[config.mk]
export PLATFORM = sky130hd
export DESIGN_NAME = pipe_stage_fifo
export DESIGN_NICKNAME = d
export VERILOG_FILES = /design/src/rtl/pipe_stage_fifo.sv
export SDC_FILE = /design/constraint.sdc
export NUM_CORES = 1
export LEC_CHECK = 0
export ABC_AREA = 1
export CAP_MARGIN = 0
export CORE_UTILIZATION = 57
export CTS_CLUSTER_SIZE = 12
export DETAILED_ROUTE_END_ITERATION = 10
export PLACE_DENSITY = 0.8
export SYNTH_ARGS = -nofsm -noshare
export SYNTH_HDL_FRONTEND = slang
export SYNTH_SLANG_ARGS = --single-unit
[constraint.sdc]
create_clock -name clk -period 2.65 [get_ports clk]
set_input_delay 0.265 -clock clk [delete_from_list [all_inputs] [get_ports clk]]
set_output_delay 0.265 -clock clk [all_outputs]
set_load 0.03 [all_outputs]
[src/rtl/pipe_stage_fifo.sv]
// Incrementing pipeline stage with a DEPTH-entry result buffer between the
// DIR/ack_prev upstream handshake and the DOR/ack_from_next downstream handshake.
module pipe_stage_fifo #(
    parameter  int WIDTH = 8,
    parameter  int DEPTH = 4,
    parameter  int INC   = 1,
    parameter  int SAT   = 0,
    localparam int LVL_W = $clog2(DEPTH) + 1
) (
    input  logic             clk,
    input  logic             reset,
    input  logic             DIR,
    input  logic [WIDTH-1:0] data_in,
    output logic             ack_prev,
    output logic             DOR,
    output logic [WIDTH-1:0] data_out,
    input  logic             ack_from_next,
    output logic [LVL_W-1:0] level
);

    localparam int               PTR_W    = $clog2(DEPTH);
    localparam logic [WIDTH-1:0] INC_W    = WIDTH'(INC);
    localparam logic [LVL_W-1:0] FULL_LVL = LVL_W'(DEPTH);

    typedef enum logic {ACCEPT, HOLDOFF} state_t;

    state_t             state_reg, state_next;
    logic               ack_reg, ack_next;
    logic               dor_reg;
    logic [WIDTH-1:0]   data_out_reg;
    logic [PTR_W-1:0]   wr_ptr_reg, rd_ptr_reg, rd_ptr_next;
    logic [LVL_W-1:0]   count_reg, count_next;
    logic [WIDTH-1:0]   mem [DEPTH];

    logic               push, pop;
    logic [WIDTH:0]     sum_ext;
    logic               sat_hit;
    logic [WIDTH-1:0]   f_val;
    logic [WIDTH-1:0]   head_next;

    // One extra carry bit tells us whether the add overflowed.
    assign sum_ext = {1'b0, data_in} + {1'b0, INC_W};
    assign sat_hit = (SAT != 0) && sum_ext[WIDTH];
    assign f_val   = sat_hit ? '1 : sum_ext[WIDTH-1:0];

    always_comb begin
        state_next = state_reg;
        ack_next   = 1'b0;
        push       = 1'b0;
        case (state_reg)
            ACCEPT: begin
                if (DIR && (count_reg != FULL_LVL)) begin
                    push       = 1'b1;
                    ack_next   = 1'b1;
                    state_next = HOLDOFF;
                end
            end
            HOLDOFF: state_next = ACCEPT;
            default: state_next = ACCEPT;
        endcase
    end

    assign pop         = ack_from_next && (count_reg != '0);
    assign rd_ptr_next = pop ? rd_ptr_reg + PTR_W'(1) : rd_ptr_reg;

    always_comb begin
        count_next = count_reg;
        case ({push, pop})
            2'b10:   count_next = count_reg + LVL_W'(1);
            2'b01:   count_next = count_reg - LVL_W'(1);
            default: count_next = count_reg;
        endcase
    end

    // Forward the word being written when it lands in the next head slot,
    // so an empty buffer shows the new result right after the accept edge.
    assign head_next = (push && (wr_ptr_reg == rd_ptr_next)) ? f_val : mem[rd_ptr_next];

    always_ff @(posedge clk) begin
        if (push) begin
            mem[wr_ptr_reg] <= f_val;
        end
    end

    always_ff @(posedge clk or posedge reset) begin
        if (reset) begin
            state_reg    <= ACCEPT;
            ack_reg      <= 1'b0;
            dor_reg      <= 1'b0;
            data_out_reg <= '0;
            wr_ptr_reg   <= '0;
            rd_ptr_reg   <= '0;
            count_reg    <= '0;
        end else begin
            state_reg  <= state_next;
            ack_reg    <= ack_next;
            rd_ptr_reg <= rd_ptr_next;
            count_reg  <= count_next;
            dor_reg    <= (count_next != '0);
            if (push) begin
                wr_ptr_reg <= wr_ptr_reg + PTR_W'(1);
            end
            if (count_next != '0) begin
                data_out_reg <= head_next;
            end
        end
    end

    assign ack_prev = ack_reg;
    assign DOR      = dor_reg;
    assign data_out = data_out_reg;
    assign level    = count_reg;

endmodule

==> Word-level counts from Yosys, hierarchy flattened <==
Memory sizes are Yosys's and may differ from the RTL's. A register that Yosys moved wholly into a read port is not among the register bits.
Cells that the tools add are included.
{ "word_totals": {"ff_bits": 10, "latch_bits": 0, "ram_bits": 32, "mem_bits_ro": 0, "wordCells": 27, "memories": 1} }
{ "op_classes": {"add_sub_neg": 5, "multipliers": 0, "div_mod_pow": 0, "n_lt_le_gt_ge": 0, "n_eq_ne": 3, "shift": 0, "mux": 7, "bitwise_logic": 1, "reduce_logical": 4} }
{ "memory_table": {"columns": ["name", "depth", "width", "rd", "rd_clocked_by_memory_dff", "write_ports", "line_no", "rtl"], "rows": [
  ["mem", 4, 8, 1, 1, 1, "33", "logic [WIDTH-1:0] mem [DEPTH];"]
]} }
{ "op_table": {"columns": ["operator", "n"], "rows": [
  ["$add 8x1->8 const B", 1],
  ["$pmux 3 s2", 1],
  ["$reduce_bool 3->1", 2],
  ["$add 2x1->2 const B", 2],
  ["$mux 1", 4],
  ["$add 3x1->3 const B", 1],
  ["$ne 3x3->1 const B", 1],
  ["$sub 3x1->3 const B", 1],
  ["$eq 2x1->1 const B", 1],
  ["$eq 2x2->1 const B", 1],
  ["$logic_and 1x1->1", 2],
  ["$mux 2", 1],
  ["$pmux 1 s2", 1],
  ["$not 1->1", 1]
]} }

==> Logic depth before layout (Yosys ltp) <==
Gate-level depths: netlist of run 1.
{ "depth": {"word_depth": 7, "depth_mapped": 18, "depth_no_buf": 17} }

==> Least setup slack after synthesis of run 1 <==
No wires, ideal clock.
{ "synth_timing": {"path_kind": "reg2reg", "startpoint": "reg count_reg[0] (netlist: level[0])", "endpoint": "reg data_out_reg[0] (netlist: data_out[0]), read port of mem", "arrival_time_ns": 2.495, "required_time_ns": 2.533, "setup_slack_ns": 0.037, "path_stages_with_launch": 14, "path_cell_list": "dfrtp_1 -> nor3_1 -> nor3_4 -> buf_2 -> inv_2 -> ha_1 -> inv_2 -> fa_1 -> o21ai_0 -> nor2_1 -> nand2_4 -> inv_1 -> nand2_1 -> nand2_1"} }
{ "synth_between": {"elab_chain_cells": 7, "word_cells_on_any_way": 13, "cone_classes": "add/sub: 2; eq/ne: 3; mux: 4; reduce/logical: 4"} }
{ "synth_lines": {"columns": ["item", "line_no", "rtl"], "rows": [
  ["from (decl)", "32", "logic [LVL_W-1:0] count_reg, count_next;"],
  ["from (signal assigned)", "98", "count_reg <= count_next;"],
  ["$ne 3x3->1 *", "52", "if (DIR && (count_reg != FULL_LVL)) begin"],
  ["$logic_and 1x1->1 *", "52", null],
  ["$mux 1 * (2 in a row)", null, null],
  ["via ack_next", "28", "logic ack_reg, ack_next;"],
  ["$eq 2x1->1 / $eq 2x2->1 (equally long branches)", "68", "case ({push, pop})"],
  ["$pmux 3 s2 *", "68", null],
  ["via count_next[1]", "32", null],
  ["$reduce_bool 3->1 *", "103", "if (count_next != '0) begin"],
  ["to (decl)", "30", "logic [WIDTH-1:0] data_out_reg;"]
]} }
The timed path passes the listed nets; every way through them passes the cells marked *.
A chain may end at the register's enable or synchronous reset.

==> Worst setup path after layout of run 1 <==
{ "layout_timing": {"startpoint": "reg count_reg[2] (netlist: level[2])", "endpoint": "reg data_out_reg[0] (netlist: data_out[0]), read port of mem"} }
{ "layout_between": {"elab_chain_cells": 7, "word_cells_on_any_way": 13, "cone_classes": "add/sub: 2; eq/ne: 3; mux: 4; reduce/logical: 4"} }
{ "layout_lines": {"columns": ["item", "line_no", "rtl"], "rows": [
  ["$ne 3x3->1", "52", null],
  ["$logic_and 1x1->1", "52", null],
  ["$mux 1", "52", null],
  ["$mux 1", "50", "case (state_reg)"],
  ["$eq 2x1->1 / $eq 2x2->1 (equally long branches)", "68", null],
  ["$pmux 3 s2 *", "68", null],
  ["via count_next[2]", "32", null],
  ["$reduce_bool 3->1 *", "103", null]
]} }
Marked as above.

==> PnR_summary.wiki, run 1 <==
{| class="wikitable"
! Metric !! Value
|-
| Number of antenna violations at the first check in global routing || 0
|-
| Clock-pin slew on the worst setup and hold paths || 90 ps
|-
| Number of synthesized register bits || 49
|-
| Number of nets produced by synthesis || 271
|-
| CP max-delay cell || fa_1
|-
| Number of global-route vias before repair || 1680
|-
| First-pass GRT wire length || 8.23 mm
|-
| Flip-flop cell with the highest count after synthesis || edfxtp_1
|-
| Met3 wire len || 239 um
|-
| Number of hold violations in the final report || 0
|-
| Most repeated library cell on the critical path || nand2_1
|-
| Data required time at the worst endpoint || 2850 ps
|-
| Max-Cap Viols || 0
|-
| Measured slew at the worst slew-check pin || 641 ps
|-
| Setup Buffers After CTS || 0
|-
| Overall routed net length || 4.77 mm
|-
| HPWL after DPL || 3.32 mm
|-
| Ratio of final minimum period to clock period || 0.932
|-
| Initial DRC Count || 106
|-
| Number of levels the H-tree was split into || 2
|-
| Run status || finished clean
|-
| Met1 layer wirelength in the final routing || 2.18 mm
|-
| Mapped Avg Cell Area || 10.2 um2
|-
| Number of design rule violations left after detail routing || 0
|-
| Std-Cell Core Area || 4350 um2
|-
| Sum of negative setup slack || 0 ps
|-
| Fraction of registers with async set/reset || 0.347
|-
| Post-DR wirelength/cell || 14.2 um
|-
| Buffers and inverters on the worst path || 5
|-
| Largest net degree at the start of global routing || 21
|-
| Growth of design area from synthesis to finish || 16.5%
|-
| Setup slack at placement || -7.69 ps
|-
| Flip-flop count of the largest register, all copies and words added || 32
|-
| Starting Density || 0.590
|-
| Critical Path Fanout Max || 10
|-
| Cell count after synthesis || 252
|-
| Cells along the critical path || inv_2 -> nor3_4 -> nor3_4 -> inv_2 -> ha_1 -> inv_2 -> fa_1 -> nand2_1 -> nand2_1 -> nor2_1 -> nand2_1 -> nand2_1 -> inv_1 -> nand2_4 -> clkinvlp_4 -> nand2_1 -> nand2_1
|-
| Total die area || 4780 um2
|-
| Initial DRT Pass Iterations || 4
|-
| Class of the tightest hold or removal check || input pin to asynchronous set/reset pin
|-
| Top-level port count || 25
|-
| Warning count from the yosys run || 0
|-
| Post-detailed-route count of antenna-violating nets || 0
|-
| Clock Path Buffers || 2
|-
| Max-slew violation count || 0
|-
| R2r setup slk || 180 ps
|-
| Cell total after placement || 328
|-
| Logic gate share of total power || 0.536
|-
| Share of total power consumed by net switching || 0.451
|-
| Worst endpoint data arrival time || 2660 ps
|-
| Internal power || 2050 uW
|-
| Top layer in use || met4
|-
| Number of vias per cell after detailed routing || 5.33
|-
| Tmin final || 2470 ps
|-
| Non-filler cells, final || 336
|-
| Clock Root Buffer || clkbuf_8
|-
| Worst Setup Start Kind || flop
|-
| Fraction of synthesized cell area taken by the top area cell type || 0.374
|-
| Vias post-DR || 1790
|-
| TritonCTS Buffers || 5
|-
| Nature of the critical path endpoint || flop
|-
| Layout Nets || 302
|-
| Proportion of synthesized chip area in sequential cells || 0.539
|-
| Worst slew margin || 0.573
|-
| Clock tree sinks || 49
|-
| Count of unique library cells instantiated by Yosys || 27
|-
| Clock network latency to the later pin of the worst-skew pair || 310 ps
|-
| FP Rows || 24
|-
| CTS tree || yes
|-
| Ranking of synthesized cells by instance count || 62 x nand2_1, 37 x nand3_1, 32 x edfxtp_1
|-
| Cell class contributing the biggest share of worst-path delay || simple AND/OR/NAND/NOR gates
|-
| Fraction of layout cells with a size suffix above 1 || 0.162
|-
| Static Leak || 0.00133 uW
|-
| Width of the die || 69.1 um
|-
| Synth area leader || edfxtp_1
|-
| Part of the total power dissipated in the clock network || 0.147
|-
| Highest achievable clock rate || 405 MHz
|-
| Maximum resistive drop on vdd || 0.521 mV
|-
| Total routing resource utilization after global routing || 0.224
|-
| Die Span Y || 69.1 um
|-
| Grt ovf || 0
|-
| Area of the mapped netlist || 2570 um2
|-
| Class of the most critical setup path || flop to flop
|-
| Total power per unit cell area || 1250 nW/um2
|-
| Final setup violating endpoints || 0
|-
| Worst Slack Setup Final || 182 ps
|-
| Most common cell in the synthesized netlist || nand2_1
|-
| Total of buffers placed on input and output ports || 24
|-
| Sequential power share || 0.318
|-
| Maximum cell stage delay along the critical path || 400 ps
|-
| Antenna diode instance count || 0
|-
| Maximum clock skew at final layout || 12.1 ps
|-
| Placer Congestion || 0.773
|-
| Met2 wire len || 2.27 mm
|-
| Top post-synthesis cells by area || edfxtp_1 37%, dfrtp_1 17%, nand2_1 9.1%
|-
| Switching power summed over all nets || 1680 uW
|-
| Number of flops mapped to enable cells by yosys || 32
|}
path summary, 6_finish.rpt:
path | start | cells past startpoint | to
max | level[2]$_DFF_PP0_ | 17 | data_out[0]$_DFFE_PP0P_
min | reset | 2 | rd_ptr_reg[0]$_DFF_PP0_
max reg2reg | level[2]$_DFF_PP0_ | 17 | data_out[0]$_DFFE_PP0P_
min reg2reg | data_out[3]$_DFFE_PP0P_ | 2 | data_out[3]$_DFFE_PP0P_
max in group asynchronous | reset | 2 | level[1]$_DFF_PP0_
min in group clk | data_out[3]$_DFFE_PP0P_ | 2 | data_out[3]$_DFFE_PP0P_
worst register-to-register path, cell delays in order (launching register included):
cell and delay, ps:
dfrtp_1 390, inv_2 80, nor3_4 220, nor3_4 60
inv_2 100, ha_1 180, inv_2 60, fa_1 400
nand2_1 100, nand2_1 70, nor2_1 80, nand2_1 50
nand2_1 70, inv_1 60, nand2_4 120, clkinvlp_4 170
nand2_1 90, nand2_1 50
final cells by class:
| class | count | area, um2 |
|---|---|---|
| clock buffer | 7 | 86.3 |
| clock inverter | 1 | 30.0 |
| fill | 346 | 1360 |
| inverter | 36 | 144 |
| multi-input combinational | 162 | 1000 |
| sequential | 49 | 1390 |
| tap | 52 | 65.1 |
| timing repair buffer | 29 | 278 |
per-layer routing:
layer | track usage | vias up
met1 | 0.310 | 837
met3 | 0.0541 | 8
met2 | 0.337 | 47
met4 | 0.0998 | 0
met5 | 0 | -
li1 | - | 898
per-stage QoR:
| step | cell area [um2] | util | total power (uW) | hold slack, ps |
|---|---|---|---|---|
| 2_1_floorplan | 2570 | - | 2670 | 191 |
| 3_3_place_gp | 2860 | 0.657 | 3130 | 469 |
| 3_5_place_dp | 2860 | 0.657 | 3160 | 469 |
| 4_1_cts | 2980 | 0.684 | 3720 | 367 |
| 5_1_grt | 2990 | 0.687 | 4020 | 402 |
| 6_report | 2990 | 0.687 | 3730 | 342 |
power groups by stage:
| stage | registers, uW | logic [uW] | clock network (uW) |
|---|---|---|---|
| 3_3_place_gp | 1190 | 1940 | 0 |
| 2_1_floorplan | 1360 | 1310 | 0 |
| 4_1_cts | 1180 | 1990 | 554 |
| 6_report | 1190 | 2000 | 547 |
| 5_1_grt | 1220 | 2220 | 577 |
| 3_5_place_dp | 1190 | 1970 | 0 |
cell families (layout without fill, tap and decap cells):
kind of cell | Yosys count | in the layout | share of synthesized area
AND/OR/NAND/NOR | 145 | 145 | 0.321
flip-flops | 49 | 49 | 0.539
buffers and inverters | 41 | 73 | 0.0750
adder cells (fa/ha/maj) | 7 | 7 | 0.0370
AO/OA/AOI/OAI | 5 | 5 | 0.0107
XOR/XNOR | 5 | 5 | 0.0170
repair_timing:
action,4_1_cts,5_1_grt
setup endpoints to repair,0,8
endpoints found under the hold margin,0,0
hold buffers,0,0
resized for setup,0,5
layout by cell type, fill, tap and decap left out, types with 2 or more instances in the layout:
cell type / Yosys / layout
buf_4: 0 / 5
clkbuf_8: 0 / 6
clkdlybuf4s50_1: 0 / 24
dfrtp_1: 17 / 16
edfxtp_1: 32 / 32
ha_1: 6 / 6
inv_1: 31 / 30
inv_2: 4 / 4
nand2_1: 62 / 62
nand2_4: 10 / 10
nand3_1: 37 / 37
nand3_2: 9 / 9
nand3_4: 3 / 3
nand4_1: 10 / 10
nor2_1: 8 / 8
nor3_4: 1 / 2
o21ai_0: 3 / 2
o21ai_1: 1 / 2
xor2_1: 4 / 4
No activity file was read; power rests on OpenSTA's default activity.
==> inputs of run 2 (changes only) <==
--- a/config.mk
+++ b/config.mk
@@ -10,7 +10,10 @@
 export CORE_UTILIZATION = 57
 export CTS_CLUSTER_SIZE = 12
 export DETAILED_ROUTE_END_ITERATION = 10
+export HOLD_SLACK_MARGIN = 0.03
 export PLACE_DENSITY = 0.8
+export SKIP_CTS_REPAIR_TIMING = 1
+export SKIP_LAST_GASP = 1
 export SYNTH_ARGS = -nofsm -noshare
 export SYNTH_HDL_FRONTEND = slang
 export SYNTH_SLANG_ARGS = --single-unit
==> results of run 2 <==
Same layout as run 1: the final DEF is identical, and so are final timing and power.
==> inputs of run 3 (changes only) <==
--- a/config.mk
+++ b/config.mk
@@ -6,7 +6,7 @@
 export NUM_CORES = 1
 export LEC_CHECK = 0
 export ABC_AREA = 1
-export CAP_MARGIN = 0
+export CAP_MARGIN = 20
 export CORE_UTILIZATION = 57
 export CTS_CLUSTER_SIZE = 12
 export DETAILED_ROUTE_END_ITERATION = 10
==> results of run 3 <==
Same layout as run 1: the final DEF is identical, and so are final timing and power.
